File: src/rtl/dmem_arbiter.sv
// Two-port arbiter and access sequencer for the byte-addressable data RAM.
// Port 0 is the CPU data port, port 1 the loader/debug port; one access per two cycles.
module dmem_arbiter #(
   parameter int ADDR_BITS  = 7,
   parameter bit PRIO_FIXED = 1'b0
) (
   input  logic        clk,
   input  logic        rstn,
   input  logic        p0_req,
   input  logic [31:0] p0_addr,
   input  logic [31:0] p0_wdata,
   input  logic        p0_we,
   input  logic [2:0]  p0_ubhw,
   input  logic        p1_req,
   input  logic [31:0] p1_addr,
   input  logic [31:0] p1_wdata,
   input  logic        p1_we,
   input  logic [2:0]  p1_ubhw,
   output logic        p0_gnt,
   output logic        p1_gnt,
   output logic        p0_rvalid,
   output logic        p1_rvalid,
   output logic        p0_err,
   output logic        p1_err,
   output logic [31:0] rdata,
   output logic [31:0] ram_addr,
   output logic [31:0] ram_din,
   output logic        ram_we,
   output logic [2:0]  ram_ubhw,
   input  logic [31:0] ram_dout
);

   typedef enum logic {IDLE, ACCESS} state_t;

   state_t      r_state;
   state_t      w_nextState;
   logic        r_last;
   logic [31:0] r_cmdAddr;
   logic [31:0] r_cmdWdata;
   logic        r_cmdWe;
   logic [2:0]  r_cmdUbhw;
   logic        r_cmdPort;
   logic [31:0] r_rdata;
   logic        r_p0Rvalid;
   logic        r_p1Rvalid;
   logic        r_p0Err;
   logic        r_p1Err;

   logic        w_winner;
   logic        w_grant;
   logic        w_access;
   logic        w_misaligned;
   logic        w_outOfRange;
   logic        w_err;

   always_comb begin
      w_winner = 1'b0;
      if (PRIO_FIXED) begin
         w_winner = ~p0_req;
      end else if (p0_req && p1_req) begin
         w_winner = ~r_last;
      end else begin
         w_winner = ~p0_req;
      end
   end

   // Bit1 (word) overrides bit0 (half) when judging alignment.
   always_comb begin
      w_misaligned = r_cmdUbhw[1] ? (r_cmdAddr[1:0] != 2'b00) : (r_cmdUbhw[0] & r_cmdAddr[0]);
      w_outOfRange = (r_cmdAddr >> ADDR_BITS) != 32'd0;
      w_err        = w_misaligned | w_outOfRange;
   end

   assign w_access = (r_state == ACCESS);
   assign w_grant  = p0_gnt | p1_gnt;

   always_ff @(posedge clk or negedge rstn) begin
      if (!rstn) begin
         r_state <= IDLE;
      end else begin
         r_state <= w_nextState;
      end
   end

   // Grants are held off while reset is asserted so nothing is accepted mid-reset.
   always_comb begin
      w_nextState = r_state;
      p0_gnt      = 1'b0;
      p1_gnt      = 1'b0;
      ram_we      = 1'b0;
      case (r_state)
         IDLE: begin
            p0_gnt = rstn & p0_req & ~w_winner;
            p1_gnt = rstn & p1_req & w_winner;
            if (p0_req || p1_req) begin
               w_nextState = ACCESS;
            end
         end
         ACCESS: begin
            ram_we      = r_cmdWe & ~w_err;
            w_nextState = IDLE;
         end
         default: w_nextState = IDLE;
      endcase
   end

   always_ff @(posedge clk or negedge rstn) begin
      if (!rstn) begin
         r_last     <= 1'b1;
         r_cmdAddr  <= 32'd0;
         r_cmdWdata <= 32'd0;
         r_cmdWe    <= 1'b0;
         r_cmdUbhw  <= 3'd0;
         r_cmdPort  <= 1'b0;
      end else if (w_grant) begin
         r_last     <= w_winner;
         r_cmdPort  <= w_winner;
         r_cmdAddr  <= w_winner ? p1_addr  : p0_addr;
         r_cmdWdata <= w_winner ? p1_wdata : p0_wdata;
         r_cmdWe    <= w_winner ? p1_we    : p0_we;
         r_cmdUbhw  <= w_winner ? p1_ubhw  : p0_ubhw;
      end
   end

   // Response registers pulse for exactly the cycle after ACCESS; stores and faults return zero data.
   always_ff @(posedge clk or negedge rstn) begin
      if (!rstn) begin
         r_rdata    <= 32'd0;
         r_p0Rvalid <= 1'b0;
         r_p1Rvalid <= 1'b0;
         r_p0Err    <= 1'b0;
         r_p1Err    <= 1'b0;
      end else begin
         r_p0Rvalid <= w_access & ~r_cmdPort;
         r_p1Rvalid <= w_access & r_cmdPort;
         r_p0Err    <= w_access & ~r_cmdPort & w_err;
         r_p1Err    <= w_access & r_cmdPort & w_err;
         r_rdata    <= (w_access && !(r_cmdWe || w_err)) ? ram_dout : 32'd0;
      end
   end

   assign p0_rvalid = r_p0Rvalid;
   assign p1_rvalid = r_p1Rvalid;
   assign p0_err    = r_p0Err;
   assign p1_err    = r_p1Err;
   assign rdata     = r_rdata;
   assign ram_addr  = r_cmdAddr;
   assign ram_din   = r_cmdWdata;
   assign ram_ubhw  = r_cmdUbhw;

endmodule

File: config.mk
export PLATFORM = sky130hd
export DESIGN_NAME = dmem_arbiter
export DESIGN_NICKNAME = d
export VERILOG_FILES = /design/src/rtl/dmem_arbiter.sv
export SDC_FILE = /design/constraint.sdc
export NUM_CORES = 1
export LEC_CHECK = 0
export CORE_MARGIN = 1
export CORE_UTILIZATION = 40
export DETAILED_ROUTE_END_ITERATION = 6
export HOLD_SLACK_MARGIN = 0.02
export PLACE_DENSITY = 0.87
export SETUP_SLACK_MARGIN = 0.4
export SYNTH_ARGS = -nofsm -noshare
export SYNTH_HDL_FRONTEND = slang
export SYNTH_SLANG_ARGS = --single-unit
File: constraint.sdc
create_clock -name clk -period 1.7 [get_ports clk]
set_input_delay 0.255 -clock clk [delete_from_list [all_inputs] [get_ports clk]]
set_output_delay 0.255 -clock clk [all_outputs]
set_load 0.02 [all_outputs]
==> results of run 1 <==
==> state kept, by name, summed over array words and instances (netlist names) <==
register   cells
p0_rvalid      1
r_state        1
p0_err         1
ram_din       32
p1_err         1
ram_addr      32
ram_ubhw       3
r_cmdPort      1
r_cmdWe        1
p1_rvalid      1
rdata         32
r_last         1
==> layout make-up <==
cell class                 count  area (um2)  area share [%]
clock inverter                 7        63.8           0.579
timing repair buffer         398        4590            41.6
sequential                   107        2690            24.4
tap                          172         215            1.95
multi-input combinational    366        3240            29.4
clock buffer                   9         225            2.04
inverter                       1        3.75          0.0340
==> power groups by stage <==
stage / registers (uW) / clock network [uW] / logic, uW
after floorplan: 3750 / 0 / 969
after global placement: 3250 / 0 / 3230
after detailed placement: 3270 / 0 / 3300
after CTS: 3270 / 2100 / 4010
after global routing: 3370 / 2240 / 5130
final: 3350 / 2120 / 4990
==> layer usage <==
| metal | vias up | global-route usage (%) |
|---|---|---|
| li1 | 2692 | - |
| met5 | - | 0 |
| met3 | 208 | 7.53 |
| met4 | 2 | 18.9 |
| met2 | 603 | 60.6 |
| met1 | 3225 | 37.8 |
==> placed cells by master (no fill, tap or decap), types with 3 or more instances in the layout <==
master	Yosys	final
a21oi_1	68	54
o21ai_4	0	3
a21oi_2	0	14
a31oi_4	0	46
nor3_4	0	6
buf_6	5	79
buf_12	0	17
buf_4	0	18
clkdlybuf4s15_1	0	26
nor3_1	34	7
a31oi_1	48	22
dfrtp_2	0	8
nor2b_4	0	3
buf_16	0	15
clkbuf_2	1	37
nand2_1	34	33
o21ai_2	0	24
o21ai_0	69	14
nor3_2	0	21
clkbuf_16	0	26
nor4_4	0	3
o21ai_1	0	28
clkdlybuf4s50_1	0	168
dfrtp_1	106	98
buf_8	0	6
nand3b_1	68	68
clkdlybuf4s15_2	0	6
inv_6	0	5
dlygate4sd2_1	0	5
==> worst max path at each step <==
stage                  from     end  slack (ps)  cells after the start
3_5_place_dp    ram_addr[9]  ram_we        -470                      4
3_3_place_gp    ram_addr[9]  ram_we        -420                      4
6_report       ram_addr[27]  ram_we        -340                      4
2_1_floorplan   ram_addr[9]  ram_we         130                      3
4_1_cts        ram_addr[26]  ram_we        -210                      4
5_1_grt        ram_addr[27]  ram_we        -450                      4
==> worst register-to-register path: cells and delay by family (launching register included) <==
kind | cells | cell delay [ps]
buffers and inverters | 2 | 470
AND/OR/NAND/NOR | 3 | 810
flip-flops | 1 | 430
==> kinds of logic after synthesis <==
group	share of synthesized area [%]
simple gates	18.1
buf+inv	5.55
flops	51.7
compound gates	24.7
==> timing repair <==
action | 4_1_cts | 5_1_grt
setup buffers | 20 | 11
cloned | 14 | 21
setup endpoints to repair | 209 | 193
resized for setup | 454 | 196
pin swaps | 43 | 35
==> metrics by stage <==
stage	worst slack [ps]	cells	cell area (um2)	utilization [%]	hold WS, ps
3_3_place_gp	-416	978	8570	67.9	380
3_5_place_dp	-468	978	8570	67.9	394
2_1_floorplan	127	538	5450	-	-40.6
5_1_grt	-455	1060	11000	87.4	51.1
4_1_cts	-212	1028	10000	79.5	20.9
6_report	-336	1060	11000	87.4	-7.09
==> out/results.ini, run 1 <==
[critical_path]
r2r_start = ram_addr[14]
worst_setup_path_start_kind = flip-flop
critical_path.top_delay_family = simple AND/OR/NAND/NOR gates
path_class = flip-flop to output pin
endpoint_kind = output pin
crit_chain = nor4_2 > nand4_1 > nor3_4 > buf_6
required_ps = 1440
slowest_delay_ps = 430
worstRegToRegCells = 5
cp_max_fo = 2
r2r_end = rdata[9]
worstPathArrival_ps = 1780
cp_num_buf_inv = 1
crit_slowest_cell = dfrtp_2
ff2ff_setup_slack_ps = -100

[power_and_ir_drop]
vdd_drop_max_mv = 0.654
cellPowerDensity_nw_per_um2 = 949
power.leakage_uw = 0.00430
clockPowerShare_pct = 20.3
finalPower_uw = 10500
p_sw_share_pct = 37.4
p_switching_uw = 3920
seqPwrFrac_pct = 32.0
comb_power_share_pct = 47.7
intPower_uw = 6540

[global_route]
overflow = 0
grt_pass1_wl_um = 34100
grt_max_degree = 108
grt.total_usage_pct = 34.1
antenna_found_initial = 1
grt_pass1_vias = 6266

[routing]
wl_met1_um = 9670
wl_per_cell_um = 27.3
first_iter_violations = 682
num_vias = 6730
highest_layer = met5
drc = 0
ant_nets = 0
wl_met2_um = 13800
met3_wirelength_um = 3140
drtPass1Iterations = 7
drt-total-wl_um = 29000
vias_per_cell = 6.35

[yosys]
async_flop_share_pct = 100
synth.most_common_cell = dfrtp_1
synth-edff-count = 0
synth_seq_cells = 107
ys_seq_area_share_pct = 51.7
yosysTopAreaCellShare_pct = 51.2
yosys.area.top_type = dfrtp_1
avgSynthCellArea_um2 = 9.64
synth_area_leaders = dfrtp_1, nand3b_1, o21ai_0
synthTopCellsByCount = dfrtp_1, o21ai_0, a21oi_1, nand3b_1, clkbuf_1
synth_ff_type = dfrtp_1
ys_warn_count = 0
ys_types = 26
netlist_area_um2 = 5180
synthCells = 538
syn_nets = 710

[clocking]
clock_path_buffers = 2
cts_tree = done
cts.clk_slew.worst_paths_ps = 80
cts_buffers = 9
clk-insertion-delay-late_ps = 360
cts_root_buf = clkbuf_16
cts.htree.levels = 3
ctsHoldBuffers = 0
cts.sinks = 107

[layout]
area_delta_synth_final_pct = 113
drive_gt1_share_pct = 39.9
fill_cells = 575
fin_nets = 1055
antenna_cells = 0

[die]
core_um2 = 12600
initial_utilization_pct = 41.1
dieArea_um2 = 13400
pin_count = 278
dieWidth_um = 116
fp-row-count = 41
fp.dieH_um = 116

[sta]
fmax_mhz = 491
fin_crit_sh_pct = 120
rsz0062_at_grt = yes
slew_headroom_pct = 61.6
worstMarginPinSlew_ps = 576
finalSetupTns_ps = -1340
finalClockSkew_ps = 10.6
slew_violations = 0
setup_slack_ps = -336
post-route-min-period_ps = 2040
hold_viol_final = 12
finalHoldWorstSlack_ps = -7.09
finalSetupViolCount = 24

[place]
port_buffers = 277
hpwl_um = 13300
place_congestion = 0.830

[outcome]
outcome = finished, violations left
violations = hold timing, setup timing

[job]
drv_cap = 0

[hold_path]
hold_class = input pin to asynchronous set/reset pin

(Power assumes the default switching activity.)
==> inputs of run 2 (changes only) <==
- CELL_PAD_IN_SITES_DETAIL_PLACEMENT: unset -> 0
- CELL_PAD_IN_SITES_GLOBAL_PLACEMENT: unset -> 1
- CORE_UTILIZATION: 40 -> 28
- PLACE_DENSITY: 0.87 -> 0.85
==> run 2 against run 1 <==
The run ends with setup timing left. Worst setup slack worse by 39 ps. Combinational power down 4%. Hold slack better by 420 ps. Clock skew down 1.3 ps. Design area down 0.11%. Die area up 42%. Sequential power down 2%. Sequential share of layout area about the same. Critical path type unchanged.
==> out/results.ini, run 2 (synthesized netlist as in run 1, its figures left out) <==
[sta]
setup_slack_ps = -376  ; -39.3 ps
fin_crit_sh_pct = 122  ; +2.3 points
post-route-min-period_ps = 2080  ; +39.3 ps
rsz0062_at_grt = yes
hold_viol_final = 0  ; -12
fmax_mhz = 482  ; -1.9%
finalClockSkew_ps = 9.34  ; -1.30 ps
slew_headroom_pct = 58.4  ; -3.2 points
worstMarginPinSlew_ps = 624  ; +48.0 ps
finalSetupTns_ps = -1990  ; -655 ps
slew_violations = 0  ; unchanged
finalSetupViolCount = 32  ; +33%

[outcome]
outcome = finished, violations left
violations = setup timing

[place]
port_buffers = 277  ; unchanged
dp.cells = 1036  ; +5.9%
hpwl_um = 12900  ; -3.1%
place_ws_ps = -580  ; -111 ps
placed_cell_area_um2 = 8610  ; +0.48%
place_congestion = 0.734  ; -11%

[die]
fp.dieH_um = 138  ; +19%
dieWidth_um = 138  ; +19%
core_um2 = 18000  ; +43%
initial_utilization_pct = 28.8  ; -12 points
pin_count = 278  ; unchanged
fp-row-count = 49  ; +20%
dieArea_um2 = 19100  ; +42%

[routing]
drt-total-wl_um = 25000  ; -14%
vias_per_cell = 5.35  ; -16%
num_vias = 5974  ; -11%
first_iter_violations = 340  ; -50%
wl_per_cell_um = 22.4  ; -18%
drtPass1Iterations = 5  ; -2
drc = 0  ; unchanged
ant_nets = 0  ; unchanged

[layout]
layoutNonFillerInstCount = 1116  ; +5.3%
area_delta_synth_final_pct = 112
fill_cells = 1478  ; +160%
multiInputGateArea_um2 = 3040  ; -6.1%
drive_gt1_share_pct = 39.5  ; -0.36 points
design_area_um2 = 11000  ; -0.11%
fin_nets = 1053  ; -0.19%
final_common_cell = clkdlybuf4s50_1
seq_area_um2 = 2690  ; about the same
final_cell_mix = clkdlybuf4s50_1, dfrtp_1, nand3b_1

[job]
drv_cap = 0  ; unchanged

[global_route]
overflow = 0  ; unchanged
antenna_found_initial = 2  ; +1
grt.total_usage_pct = 24.9  ; -9.2 points
grt_pass1_vias = 6062  ; -3.3%
grt_max_degree = 108  ; unchanged
grt_pass1_wl_um = 36300  ; +6.6%

[power_and_ir_drop]
vdd_drop_max_mv = 0.593  ; -9.4%
power.leakage_uw = 0.00422  ; -1.8%
cellPowerDensity_nw_per_um2 = 928  ; -2.2%

[clocking]
cts_buffers = 9  ; unchanged
clk-insertion-delay-late_ps = 360  ; about the same
clock_path_buffers = 2  ; unchanged
cts.clk_slew.worst_paths_ps = 80  ; about the same
cts.htree.levels = 3  ; unchanged
cts.sinks = 107  ; unchanged
cts_tree = done
cts_root_buf = clkbuf_16

[critical_path]
required_ps = 1440  ; about the same
worstPathArrival_ps = 1820  ; +40 ps
cp_max_fo = 2  ; unchanged
path_class = flip-flop to output pin
worst_setup_path_start_kind = flip-flop
endpoint_kind = output pin

[hold_path]
hold_class = input pin to flip-flop

[run 2: cell types whose count changed in the layout (fill, tap and decap cells not counted), sizes merged]
cell and change:
buf +12, dlygate4sd3 +1, diode +1, bufbuf -1, clkdlybuf4s15 +17, clkbuf -26, inv -2, clkinvlp +1
dlygate4sd2 -4
[run 2: cell type report]
| cell class | instances | area share, % |
|---|---|---|
| repair buffers | 396 | 42.6 |
| diodes | 1 | 0.0227 |
| clock buffers | 10 | 2.17 |
| well taps | 229 | 2.60 |
| flip-flops and latches | 107 | 24.4 |
| clock inverters | 6 | 0.489 |
| multi-input cells | 366 | 27.6 |
| inverters | 1 | 0.0341 |
[run 2: path summary, 6_finish.rpt]
check / end / startpoint / slack (ps) / cells after the start
max: ram_we / ram_addr[14] / -380 / 5
min: rdata[27] / ram_dout[27] / 410 / 3
max reg2reg: rdata[23] / ram_addr[14] / -150 / 6
min reg2reg: p0_rvalid / r_cmdPort / 530 / 1
max in group asynchronous: ram_addr[7] / rstn / 600 / 3
min in group asynchronous: rdata[24] / rstn / 570 / 3
[run 2: power by group]
part | total, uW | switching, uW | leakage [uW] | internal [uW]
clock network | 2150 | 1080 | 0.000142 | 1070
logic | 4790 | 2230 | 0.00280 | 2560
registers | 3280 | 315 | 0.00128 | 2960
[run 2: worst max-delay path, cell delays in order (launching register included)]
cell and delay (ps):
dfrtp_1 420, nor4_4 300, buf_4 160, nand4_1 230
nor3_4 210, buf_6 150
[run 2: through the flow]
step / util, % / hold slack [ps] / total power, uW
2_1_floorplan: - / -40.6 / 4720
3_3_place_gp: 47.8 / 394 / 6530
3_5_place_dp: 47.8 / 402 / 6550
4_1_cts: 57.7 / 399 / 9740
5_1_grt: 61.1 / 408 / 10600
6_report: 61.1 / 413 / 10200
[run 2: layer usage]
metal / up-vias / wire, um / part of all wire, % / track usage (%)
li1: 2705 / - / - / -
met4: 0 / 682 / 2.7 / 9.31
met3: 51 / 1870 / 7.5 / 8.00
met5: - / 0 / 0 / 0
met2: 265 / 12200 / 49 / 41.6
met1: 2953 / 10200 / 41 / 29.9
[run 2: repair_timing]
item | CTS | global route
endpoints found under the setup margin | 211 | 165
gates resized for setup | 514 | 130
endpoints found under the hold margin | 25 | 0
setup buffers | 18 | 8
hold buffers | 1 | 0
cloned | 26 | 10
pin swaps | 42 | 30
==> inputs of run 3 (changes only) <==
- SKIP_CTS_REPAIR_TIMING: unset -> 1
==> run 3 against run 2 <==
The flow finishes with violations (hold timing, setup timing). Global-route usage is 5.1 points lower. Final cell count is 1.3% lower. Count of clock-buffer cells in the layout stayed put. Power is 3.4% lower. Critical path type unchanged. Critical endpoint unchanged.
==> out/results.ini, run 3 (synthesized netlist as in run 1, its figures left out) <==
[sta]
finalHoldWorstSlack_ps = -14.4  ; -427 ps
hold_viol_final = 19  ; +19
slew_headroom_pct = 48.0  ; -10 points
finalClockSkew_ps = 8.00  ; -1.35 ps
setup_slack_ps = -375  ; +0.963 ps
finalSetupViolCount = 33  ; +3.1%
slew_violations = 0  ; unchanged
worstMarginPinSlew_ps = 780  ; +156 ps
post-route-min-period_ps = 2070  ; -0.963 ps
fin_crit_sh_pct = 122  ; about the same
fmax_mhz = 482  ; about the same
rsz0062_at_grt = yes

[place]
place_congestion = 0.734  ; unchanged
hpwl_um = 12900  ; unchanged
port_buffers = 277  ; unchanged

[die]
dieArea_um2 = 19100  ; unchanged
fp.dieH_um = 138  ; unchanged
fp-row-count = 49  ; unchanged
core_um2 = 18000  ; unchanged
initial_utilization_pct = 28.8  ; unchanged
pin_count = 278  ; unchanged
dieWidth_um = 138  ; unchanged

[critical_path]
path_class = flip-flop to output pin
cp_max_fo = 2  ; unchanged
critical_path.top_delay_family = simple AND/OR/NAND/NOR gates
ff2ff_setup_slack_ps = -170  ; -20 ps
required_ps = 1440  ; about the same
r2r_start = ram_addr[12]
crit_slowest_cell = dfrtp_2
endpoint_kind = output pin
cp_num_buf_inv = 2  ; unchanged
worstRegToRegCells = 7  ; +1
cp.depth = 5  ; unchanged
r2r_end = rdata[8]
worstPathArrival_ps = 1820  ; about the same
crit_chain = nor4_4 > buf_4 > nand4_1 > nor3_4 > buf_6
worst_setup_path_start_kind = flip-flop
slowest_delay_ps = 430  ; about the same

[clocking]
cts.sinks = 107  ; unchanged
clk-insertion-delay-late_ps = 360  ; about the same
cts.htree.levels = 3  ; unchanged
cts_root_buf = clkbuf_16
clock_path_buffers = 2  ; unchanged
cts_tree = done
cts.clk_slew.worst_paths_ps = 80  ; about the same
cts_buffers = 9  ; unchanged

[layout]
final_cell_mix = clkdlybuf4s50_1, dfrtp_1, dlymetal6s2s_1
area_delta_synth_final_pct = 112  ; about the same
drive_gt1_share_pct = 32.2  ; -7.3 points
fin_nets = 1037  ; -1.5%
final_common_cell = clkdlybuf4s50_1
finish.utilization_pct = 61.1  ; about the same

[routing]
drt-total-wl_um = 24500  ; -1.9%
wl_met1_um = 9680  ; -4.9%
drc = 0  ; unchanged
first_iter_violations = 349  ; +2.6%
met3_wirelength_um = 1960  ; +4.6%
drtPass1Iterations = 5  ; unchanged
num_vias = 5853  ; -2.0%
ant_nets = 0  ; unchanged
highest_layer = met5
vias_per_cell = 5.32  ; -0.69%
wl_per_cell_um = 22.3  ; -0.53%
wl_met2_um = 12200  ; -0.37%

[power_and_ir_drop]
finalPower_uw = 9870  ; -3.4%
cellPowerDensity_nw_per_um2 = 897  ; -3.3%
vdd_drop_max_mv = 0.582  ; -1.8%
power.leakage_uw = 0.00518  ; +23%

[job]
drv_cap = 0  ; unchanged

[global_route]
antenna_found_initial = 3  ; +1
grt_pass1_wl_um = 30100  ; -17%
grt_pass1_vias = 5273  ; -13%
grt_max_degree = 136  ; +26%
grt.total_usage_pct = 19.9  ; -5.1 points
overflow = 0  ; unchanged

[outcome]
violations = hold timing, setup timing
outcome = finished, violations left

[hold_path]
hold_class = input pin to asynchronous set/reset pin

run 3: cell types whose count changed in the layout (fill, tap and decap cells not counted), sizes merged:
cell | before | now
buf | 149 | 123
clkbuf | 38 | 24
clkdlybuf4s15 | 49 | 0
diode | 1 | 2
dlygate4sd2 | 1 | 0
dlygate4sd3 | 1 | 0
dlymetal6s2s | 0 | 75
run 3: worst max path at each step:
stage            startpoint  endpoint  slack (ps)
5_1_grt        ram_addr[14]    ram_we        -440
3_5_place_dp    ram_addr[9]    ram_we        -580
6_report       ram_addr[12]    ram_we        -370
3_3_place_gp    ram_addr[9]    ram_we        -530
2_1_floorplan   ram_addr[9]    ram_we         130
4_1_cts         ram_addr[9]    ram_we        -970
run 3: where the power goes:
group / leakage (uW) / internal, uW / switching [uW] / total [uW]
clock network: 0.000142 / 1070 / 1060 / 2130
logic: 0.00376 / 2310 / 2190 / 4500
registers: 0.00128 / 2960 / 282 / 3240
total: 0.00518 / 6340 / 3530 / 9870
run 3: metal layers:
| layer | vias to the layer above | global-route usage (%) |
|---|---|---|
| met3 | 49 | 5.85 |
| met5 | - | 0 |
| met1 | 2892 | 25.3 |
| li1 | 2641 | - |
| met2 | 269 | 32.4 |
| met4 | 2 | 6.02 |
run 3: cell type report:
| class | count | area (um2) |
|---|---|---|
| fillers | 1459 | 7020 |
| flip-flops and latches | 107 | 2690 |
| well taps | 229 | 287 |
| multi-input cells | 366 | 3330 |
| repair buffers | 380 | 4400 |
| clock buffers | 10 | 239 |
| diodes | 2 | 5.00 |
| inverters | 1 | 3.75 |
| clock inverters | 6 | 53.8 |
run 3: stage by stage:
stage / instances / worst slack (ps) / area [um2] / setup TNS [ps]
6_report: 1101 / -375 / 11000 / -4100
5_1_grt: 1100 / -440 / 11000 / -6370
4_1_cts: 1052 / -971 / 8910 / -5670
3_5_place_dp: 1036 / -580 / 8610 / -17020
3_3_place_gp: 1036 / -532 / 8610 / -11840
2_1_floorplan: 538 / 127 / 5450 / 0
